File: config.mk
export PLATFORM = sky130hd
export DESIGN_NAME = uart_loader
export DESIGN_NICKNAME = d
export VERILOG_FILES = /design/src/rtl/uart_loader_pkg.sv /design/src/rtl/uart_loader_byte_fetch.sv /design/src/rtl/uart_loader.sv
export SDC_FILE = /design/constraint.sdc
export NUM_CORES = 1
export LEC_CHECK = 0
export CAP_MARGIN = 5
export CORE_MARGIN = 5
export CORE_UTILIZATION = 45
export CTS_CLUSTER_SIZE = 16
export DETAILED_ROUTE_END_ITERATION = 16
export GPL_TIMING_DRIVEN = 1
export PLACE_DENSITY_LB_ADDON = 0.25
export SETUP_SLACK_MARGIN = 0.5
export SYNTH_ARGS = -nofsm -noshare
export SYNTH_HDL_FRONTEND = slang
export SYNTH_SLANG_ARGS = --single-unit
File: constraint.sdc
create_clock -name sys_clk -period 3.24 [get_ports sys_clk]
set_input_delay 0.648 -clock sys_clk [delete_from_list [all_inputs] [get_ports sys_clk]]
set_output_delay 0.648 -clock sys_clk [all_outputs]
set_load 0.005 [all_outputs]
File: src/rtl/uart_loader_pkg.sv
// Shared types and constants for the UART boot loader: FSM states, error
// codes, default sync byte and the UART RX register offset.
package uart_loader_pkg;

  typedef enum logic [3:0] {
    IDLE,
    SYNC,
    LEN0,
    LEN1,
    DATA,
    WRITE,
    CSUM,
    DONE,
    ERR
  } state_e;

  localparam logic [1:0]  ERR_NONE    = 2'b00;
  localparam logic [1:0]  ERR_TIMEOUT = 2'b01;
  localparam logic [1:0]  ERR_LENGTH  = 2'b10;
  localparam logic [1:0]  ERR_CSUM    = 2'b11;

  localparam logic [7:0]  MAGIC_DEFAULT  = 8'hA5;
  localparam logic [31:0] UART_RX_OFFSET = 32'h0000_0000;

  // States in which the loader wants bytes from the UART.
  function automatic logic is_polling(input state_e s);
    return s inside {SYNC, LEN0, LEN1, DATA, CSUM};
  endfunction

endpackage

File: src/rtl/uart_loader_byte_fetch.sv
// UART RX poller: repeatedly reads the RX data register over a simple
// stb/ack bus while req is high, and presents one sample per read.
module uart_byte_fetch
  import uart_loader_pkg::*;
(
  input  logic        clk,
  input  logic        rst,
  input  logic        req,
  output logic        byte_valid,
  output logic [7:0]  byte_data,
  output logic        stb_o,
  output logic        we_o,
  output logic [31:0] adr_o,
  output logic [31:0] dat_o,
  input  logic [31:0] dat_i,
  input  logic        ack_i
);

  // Handshake: stb_o stays high until ack_i; read data arrives the cycle
  // after ack_i, which is the sample cycle (sample_q). Dropping req aborts
  // any poll immediately because stb_o is gated by req.
  logic stb_q, stb_d;
  logic sample_q, sample_d;

  assign stb_o      = stb_q && req;
  assign we_o       = 1'b0;
  assign adr_o      = UART_RX_OFFSET;
  assign dat_o      = 32'h0;
  assign byte_valid = sample_q && req && dat_i[8];
  assign byte_data  = dat_i[7:0];

  always_comb begin
    stb_d    = stb_q;
    sample_d = 1'b0;
    if (!req) begin
      stb_d = 1'b0;
    end else if (stb_o && ack_i) begin
      stb_d    = 1'b0;
      sample_d = 1'b1;
    end else if (!stb_q) begin
      stb_d = 1'b1;
    end
  end

  always_ff @(posedge clk) begin
    if (rst) begin
      stb_q    <= 1'b0;
      sample_q <= 1'b0;
    end else begin
      stb_q    <= stb_d;
      sample_q <= sample_d;
    end
  end

endmodule

File: src/rtl/uart_loader.sv
// UART boot loader: waits for a sync byte, reads a little-endian word count,
// streams payload words into memory and verifies an XOR checksum.
module uart_loader
  import uart_loader_pkg::*;
#(
  parameter int unsigned ADDR_W      = 14,
  parameter logic [7:0]  MAGIC       = MAGIC_DEFAULT,
  parameter int unsigned TIMEOUT_CYC = 100000000
) (
  input  logic              sys_clk,
  input  logic              sys_rst,
  input  logic              start,
  output logic              stb_o,
  output logic              we_o,
  output logic [31:0]       adr_o,
  output logic [31:0]       dat_o,
  input  logic [31:0]       dat_i,
  input  logic              ack_i,
  output logic              mem_we,
  output logic [ADDR_W-1:0] mem_addr,
  output logic [31:0]       mem_wdata,
  input  logic              mem_rdy,
  output logic              busy,
  output logic              done,
  output logic              err,
  output logic [1:0]        err_code,
  output logic [15:0]       words_loaded
);

  localparam logic [31:0] MAX_WORDS   = 32'd1 << ADDR_W;
  localparam logic [31:0] TIMEOUT_LIM = 32'(TIMEOUT_CYC);

  state_e            state_q, state_d;
  logic [15:0]       len_q, len_d;
  logic [15:0]       words_q, words_d;
  logic [ADDR_W-1:0] addr_q, addr_d;
  logic [31:0]       wdata_q, wdata_d;
  logic [31:0]       idle_q, idle_d, idle_inc;
  logic [7:0]        csum_q, csum_d;
  logic [1:0]        bcnt_q, bcnt_d;
  logic [1:0]        err_code_q, err_code_d;
  logic              req, timed, timeout, byte_valid;
  logic [7:0]        byte_data;
  logic [15:0]       len_n;

  uart_byte_fetch u_fetch (
    .clk        (sys_clk),
    .rst        (sys_rst),
    .req        (req),
    .byte_valid (byte_valid),
    .byte_data  (byte_data),
    .stb_o      (stb_o),
    .we_o       (we_o),
    .adr_o      (adr_o),
    .dat_o      (dat_o),
    .dat_i      (dat_i),
    .ack_i      (ack_i)
  );

  // SYNC polls but never times out; WRITE freezes the idle counter.
  assign req      = is_polling(state_q);
  assign timed    = req && (state_q != SYNC);
  assign idle_inc = idle_q + 32'd1;
  assign timeout  = timed && !byte_valid && (idle_inc == TIMEOUT_LIM);
  assign len_n    = {byte_data, len_q[7:0]};

  always_comb begin
    state_d    = state_q;
    len_d      = len_q;
    words_d    = words_q;
    addr_d     = addr_q;
    wdata_d    = wdata_q;
    csum_d     = csum_q;
    bcnt_d     = bcnt_q;
    err_code_d = err_code_q;
    if (timed)                 idle_d = byte_valid ? 32'd0 : idle_inc;
    else if (state_q == WRITE) idle_d = idle_q;
    else                       idle_d = 32'd0;

    unique case (state_q)
      IDLE, DONE, ERR: begin
        if (start) begin
          state_d    = SYNC;
          len_d      = 16'd0;
          words_d    = 16'd0;
          addr_d     = '0;
          csum_d     = 8'h00;
          bcnt_d     = 2'd0;
          err_code_d = ERR_NONE;
        end
      end
      SYNC: if (byte_valid && byte_data == MAGIC) state_d = LEN0;
      LEN0: begin
        if (byte_valid) begin
          len_d[7:0] = byte_data;
          state_d    = LEN1;
        end
      end
      LEN1: begin
        if (byte_valid) begin
          len_d = len_n;
          if (32'(len_n) > MAX_WORDS) begin
            state_d    = ERR;
            err_code_d = ERR_LENGTH;
          end else if (len_n == 16'd0) begin
            state_d = CSUM;
          end else begin
            state_d = DATA;
          end
        end
      end
      DATA: begin
        if (byte_valid) begin
          wdata_d[{bcnt_q, 3'b000} +: 8] = byte_data;
          csum_d = csum_q ^ byte_data;
          bcnt_d = bcnt_q + 2'd1;
          if (bcnt_q == 2'd3) state_d = WRITE;
        end
      end
      WRITE: begin
        if (mem_rdy) begin
          words_d = words_q + 16'd1;
          addr_d  = addr_q + ADDR_W'(1);
          state_d = (words_q + 16'd1 == len_q) ? CSUM : DATA;
        end
      end
      CSUM: begin
        if (byte_valid) begin
          if (byte_data == csum_q) begin
            state_d = DONE;
          end else begin
            state_d    = ERR;
            err_code_d = ERR_CSUM;
          end
        end
      end
      default: state_d = IDLE;
    endcase

    if (timeout) begin
      state_d    = ERR;
      err_code_d = ERR_TIMEOUT;
    end
  end

  always_ff @(posedge sys_clk) begin
    if (sys_rst) begin
      state_q    <= IDLE;
      len_q      <= 16'd0;
      words_q    <= 16'd0;
      addr_q     <= '0;
      wdata_q    <= 32'h0;
      idle_q     <= 32'd0;
      csum_q     <= 8'h00;
      bcnt_q     <= 2'd0;
      err_code_q <= ERR_NONE;
    end else begin
      state_q    <= state_d;
      len_q      <= len_d;
      words_q    <= words_d;
      addr_q     <= addr_d;
      wdata_q    <= wdata_d;
      idle_q     <= idle_d;
      csum_q     <= csum_d;
      bcnt_q     <= bcnt_d;
      err_code_q <= err_code_d;
    end
  end

  assign mem_we       = (state_q == WRITE);
  assign mem_addr     = addr_q;
  assign mem_wdata    = wdata_q;
  assign busy         = is_polling(state_q) || (state_q == WRITE);
  assign done         = (state_q == DONE);
  assign err          = (state_q == ERR);
  assign err_code     = err_code_q;
  assign words_loaded = words_q;

endmodule

==> summary.txt <==
Worst setup path
  • Crit-path slowest cell: or4_4
  • Worst path top cell family by delay: simple AND/OR/NAND/NOR gates
  • Critical Path AT: 3.10 ns
  • Worst-path cell chain: clkdlybuf4s50_1, or3_4, or4_4, a21o_4, a2111oi_4, nand4_1, nor4_2, o211a_1
  • Cells on worst reg2reg path: 7
  • CP max FO: 4
  • Startpoint types: primary input
  • Reg-to-Reg Start: words_loaded[0]
  • Crit path buf inv count: 1
  • Worst path max stage delay: 0.54 ns
  • R2r endpoint: state_q[1]
  • Kind of critical path: primary input to flop
  • Req. time, crit path: 3.60 ns
  • Setup slack, reg-to-reg: 0.57 ns
  • Crit end category: flop

STA
  • Max Fclk: 364 MHz
  • Slew headroom: 42.6%
  • Final period utilization: 84.7%
  • Fin. Hold Viols: 0
  • Worst slew pin tran: 0.860 ns
  • Max Slew Vio Count: 0
  • RSZ-0062 raised after global routing: yes
  • Post-layout min period: 2.74 ns
  • Worst Skew: 0.00992 ns
  • Final setup fails: 0
  • Hold_ws: 0.452 ns
  • Setup WS post-layout: 0.495 ns

Synthesis
  • Main synth FF type: dfxtp_1
  • Post-synthesis cell count: 1010
  • Count of flip-flops with a built-in enable after synthesis: 0
  • Distinct cells, synth: 74
  • Yosys warns: 0
  • Asr flop ratio synth: 0%
  • Seq/Total Area, Yosys: 33.7%
  • Register bit total from synthesis: 128
  • Syn Area/Cell: 7.53 µm²
  • Syn Std Cell Area: 0.00760 mm²

Clocking
  • Clk buf depth: 2
  • Clk sinks: 128
  • Clk pin slew, worst setup/hold paths: 0.06 ns
  • CTS Buf Count: 17
  • CTS tree: done
  • Clock root buffer: clkbuf_16
  • Hold buffers post-CTS: 0
  • Worst-Skew Late Latency: 0.42 ns
  • CTS H-tree lvls: 4

Placed design
  • Port bufs: 82
  • Dpl cells: 1279
  • Dpl ws: -0.0240 ns
  • Final HPWL DP: 13300 µm
  • Placer Congestion: 0.821

Global route
  • Initial antenna violation count: 0
  • Pin count of the biggest net entering global routing: 61
  • Total Routing Usage GR: 19.3%
  • GR Overflow Total: 0
  • First-pass GRT wire length: 31900 µm
  • Vias in the first global route: 6376

Hold path
  • Hold path start: mem_wdata[28]
  • Hold endpoint: mem_wdata[28]
  • Hold WC Path Type: flop to flop
  • Worst hold path cell count: 2

Drt
  • Iter 0 DRT Violations: 484
  • Vias: 7236
  • Drt wl/cell: 15.0 µm
  • Router iterations before antenna repair: 5
  • Post-route antenna net violation count: 0
  • Residual DRC: 0
  • Via density: 5.52
  • Detailed Route WL: 19700 µm

Floorplanning
  • Die Y: 140 µm
  • Initial Util: 45.9%
  • Boundary Pins: 171
  • Core ar.: 0.0166 mm²
  • Die Width: 140 µm
  • FP Rows: 47
  • DIE AREA: 0.0196 mm²

Pwr
  • Worst VDD drop: 0.378 mV
  • P per Cell Area: 510 mW/mm²
  • Static Leak: 3.26 nW
  • Total power: 4.71 mW

Layout
  • Area delta synth->final: 21.5%
  • Share of cells above drive strength 1: 9.80%
  • Nets: 1125
  • Ant. Diodes: 0
  • Most frequent cells in the layout: dfxtp_1 (124), a21oi_1 (114), nor2_1 (108)
  • Most common cell after layout, fill and taps aside: dfxtp_1
  • Final Non-Filler Cells: 1312

Job
  • Max_cap viols: 0

Outcome
  • Status: complete, no violations
-- synth_stat cells, types with 4 or more instances --
cell type	number	area, µm²
nand2_1	106	398
clkbuf_1	64	240
a22oi_1	9	67.6
and3_1	7	43.8
nand3b_1	14	105
o21ai_1	21	105
dfxtp_1	128	2560
ha_1	9	113
o21a_1	4	30.0
and2_1	11	68.8
o21ai_0	28	140
xnor2_1	18	158
nor3_1	25	125
buf_2	5	25.0
nand4b_1	4	35.0
xor2_1	24	210
a31oi_1	12	75.1
and4_1	6	52.6
nor2_1	109	409
nor4_1	17	106
nor3b_1	5	37.5
or3_1	17	106
a21o_1	5	37.5
o22ai_1	4	25.0
inv_1	12	45.0
nand3_1	62	310
nand2b_1	5	31.3
a21oi_1	114	571
buf_4	66	495
a311oi_1	11	96.3
nand4_1	22	138
-- report_power, final --
part	total [mW]	leakage, nW	switching [mW]	internal [mW]
Combinational	0.945	1.92	0.577	0.368
Sequential	1.68	1.03	0.0671	1.61
Clock	2.09	0.314	0.766	1.33
Total	4.71	3.26	1.41	3.30
-- state kept, by name (all words and copies together), names as in the netlist --
signal,cells
idle_q,32
mem_wdata,32
len_q,16
words_loaded,16
mem_addr,14
csum_q,8
state_q,4
bcnt_q,2
err_code,2
u_fetch.sample_q,1
u_fetch.stb_q,1
-- area by class of cell --
class                           instances  area [µm²]
Timing Repair Buffer                  123        1160
Fill cell                            1585        7350
Tap cell                              220         275
Clock inverter                         13         199
Multi-Input combinational cell        796        4540
Clock buffer                           19         443
Inverter                               13        48.8
Sequential cell                       128        2570
-- per-layer routing --
metal	up-vias	GRT usage [%]	wire, µm
li1	3623	-	-
met1	3377	26.9	9360
met2	212	29.3	8730
met3	24	4.87	1300
met4	0	6.22	308
met5	-	0	0
-- kinds of logic (layout without fill, tap and decap cells) --
| group | count (synthesis) | in the layout | synth area share [%] |
|---|---|---|---|
| AOI/OAI and AO/OA | 241 | 241 | 19.2 |
| xor gates and xnor gates | 42 | 42 | 4.84 |
| adders and majority gates | 9 | 9 | 1.48 |
| buffers and inverters | 150 | 168 | 10.9 |
| DFF | 128 | 128 | 33.7 |
| muxes | 4 | 4 | 0.543 |
| other | 1 | 65 | 0.0493 |
| and+or+nand+nor | 435 | 435 | 29.3 |
-- what timing repair did --
| action | in CTS | in global routing |
|---|---|---|
| pin swaps | 1 | 3 |
| gates resized for setup | 13 | 10 |
| setup endpoints to repair | 10 | 11 |
| buffers inserted | 0 | 1 |
-- metrics by stage --
stage	util [%]	instance area (µm²)	setup TNS (ns)
2_1_floorplan	-	7840	0
3_3_place_gp	51.2	8490	0
3_5_place_dp	51.2	8490	-0.0240
4_1_cts	55.4	9180	0
5_1_grt	55.7	9240	0
6_report	55.7	9240	0
-- worst reg2reg max path, stage by stage (launching register included) --
cell      delay [ns]
dfxtp_1         0.53
ha_1            0.43
nand3_1         0.36
or3_1           0.44
a211oi_1        0.25
nor2_1          0.10
nor4_2          0.33
o211a_1         0.17
-- worst max path at each step --
stage | to | cells past startpoint | slack [ns] | startpoint
floorplan | state_q[1] | 8 | 0.51 | dat_i[4]
global placement | state_q[1] | 8 | 0.01 | dat_i[1]
detailed placement | state_q[1] | 8 | -0.02 | dat_i[1]
CTS | busy | 5 | 0.43 | state_q[2]
global route | state_q[1] | 7 | 0.37 | words_loaded[0]
finish | state_q[1] | 8 | 0.50 | dat_i[1]
(Power assumes the default switching activity.)
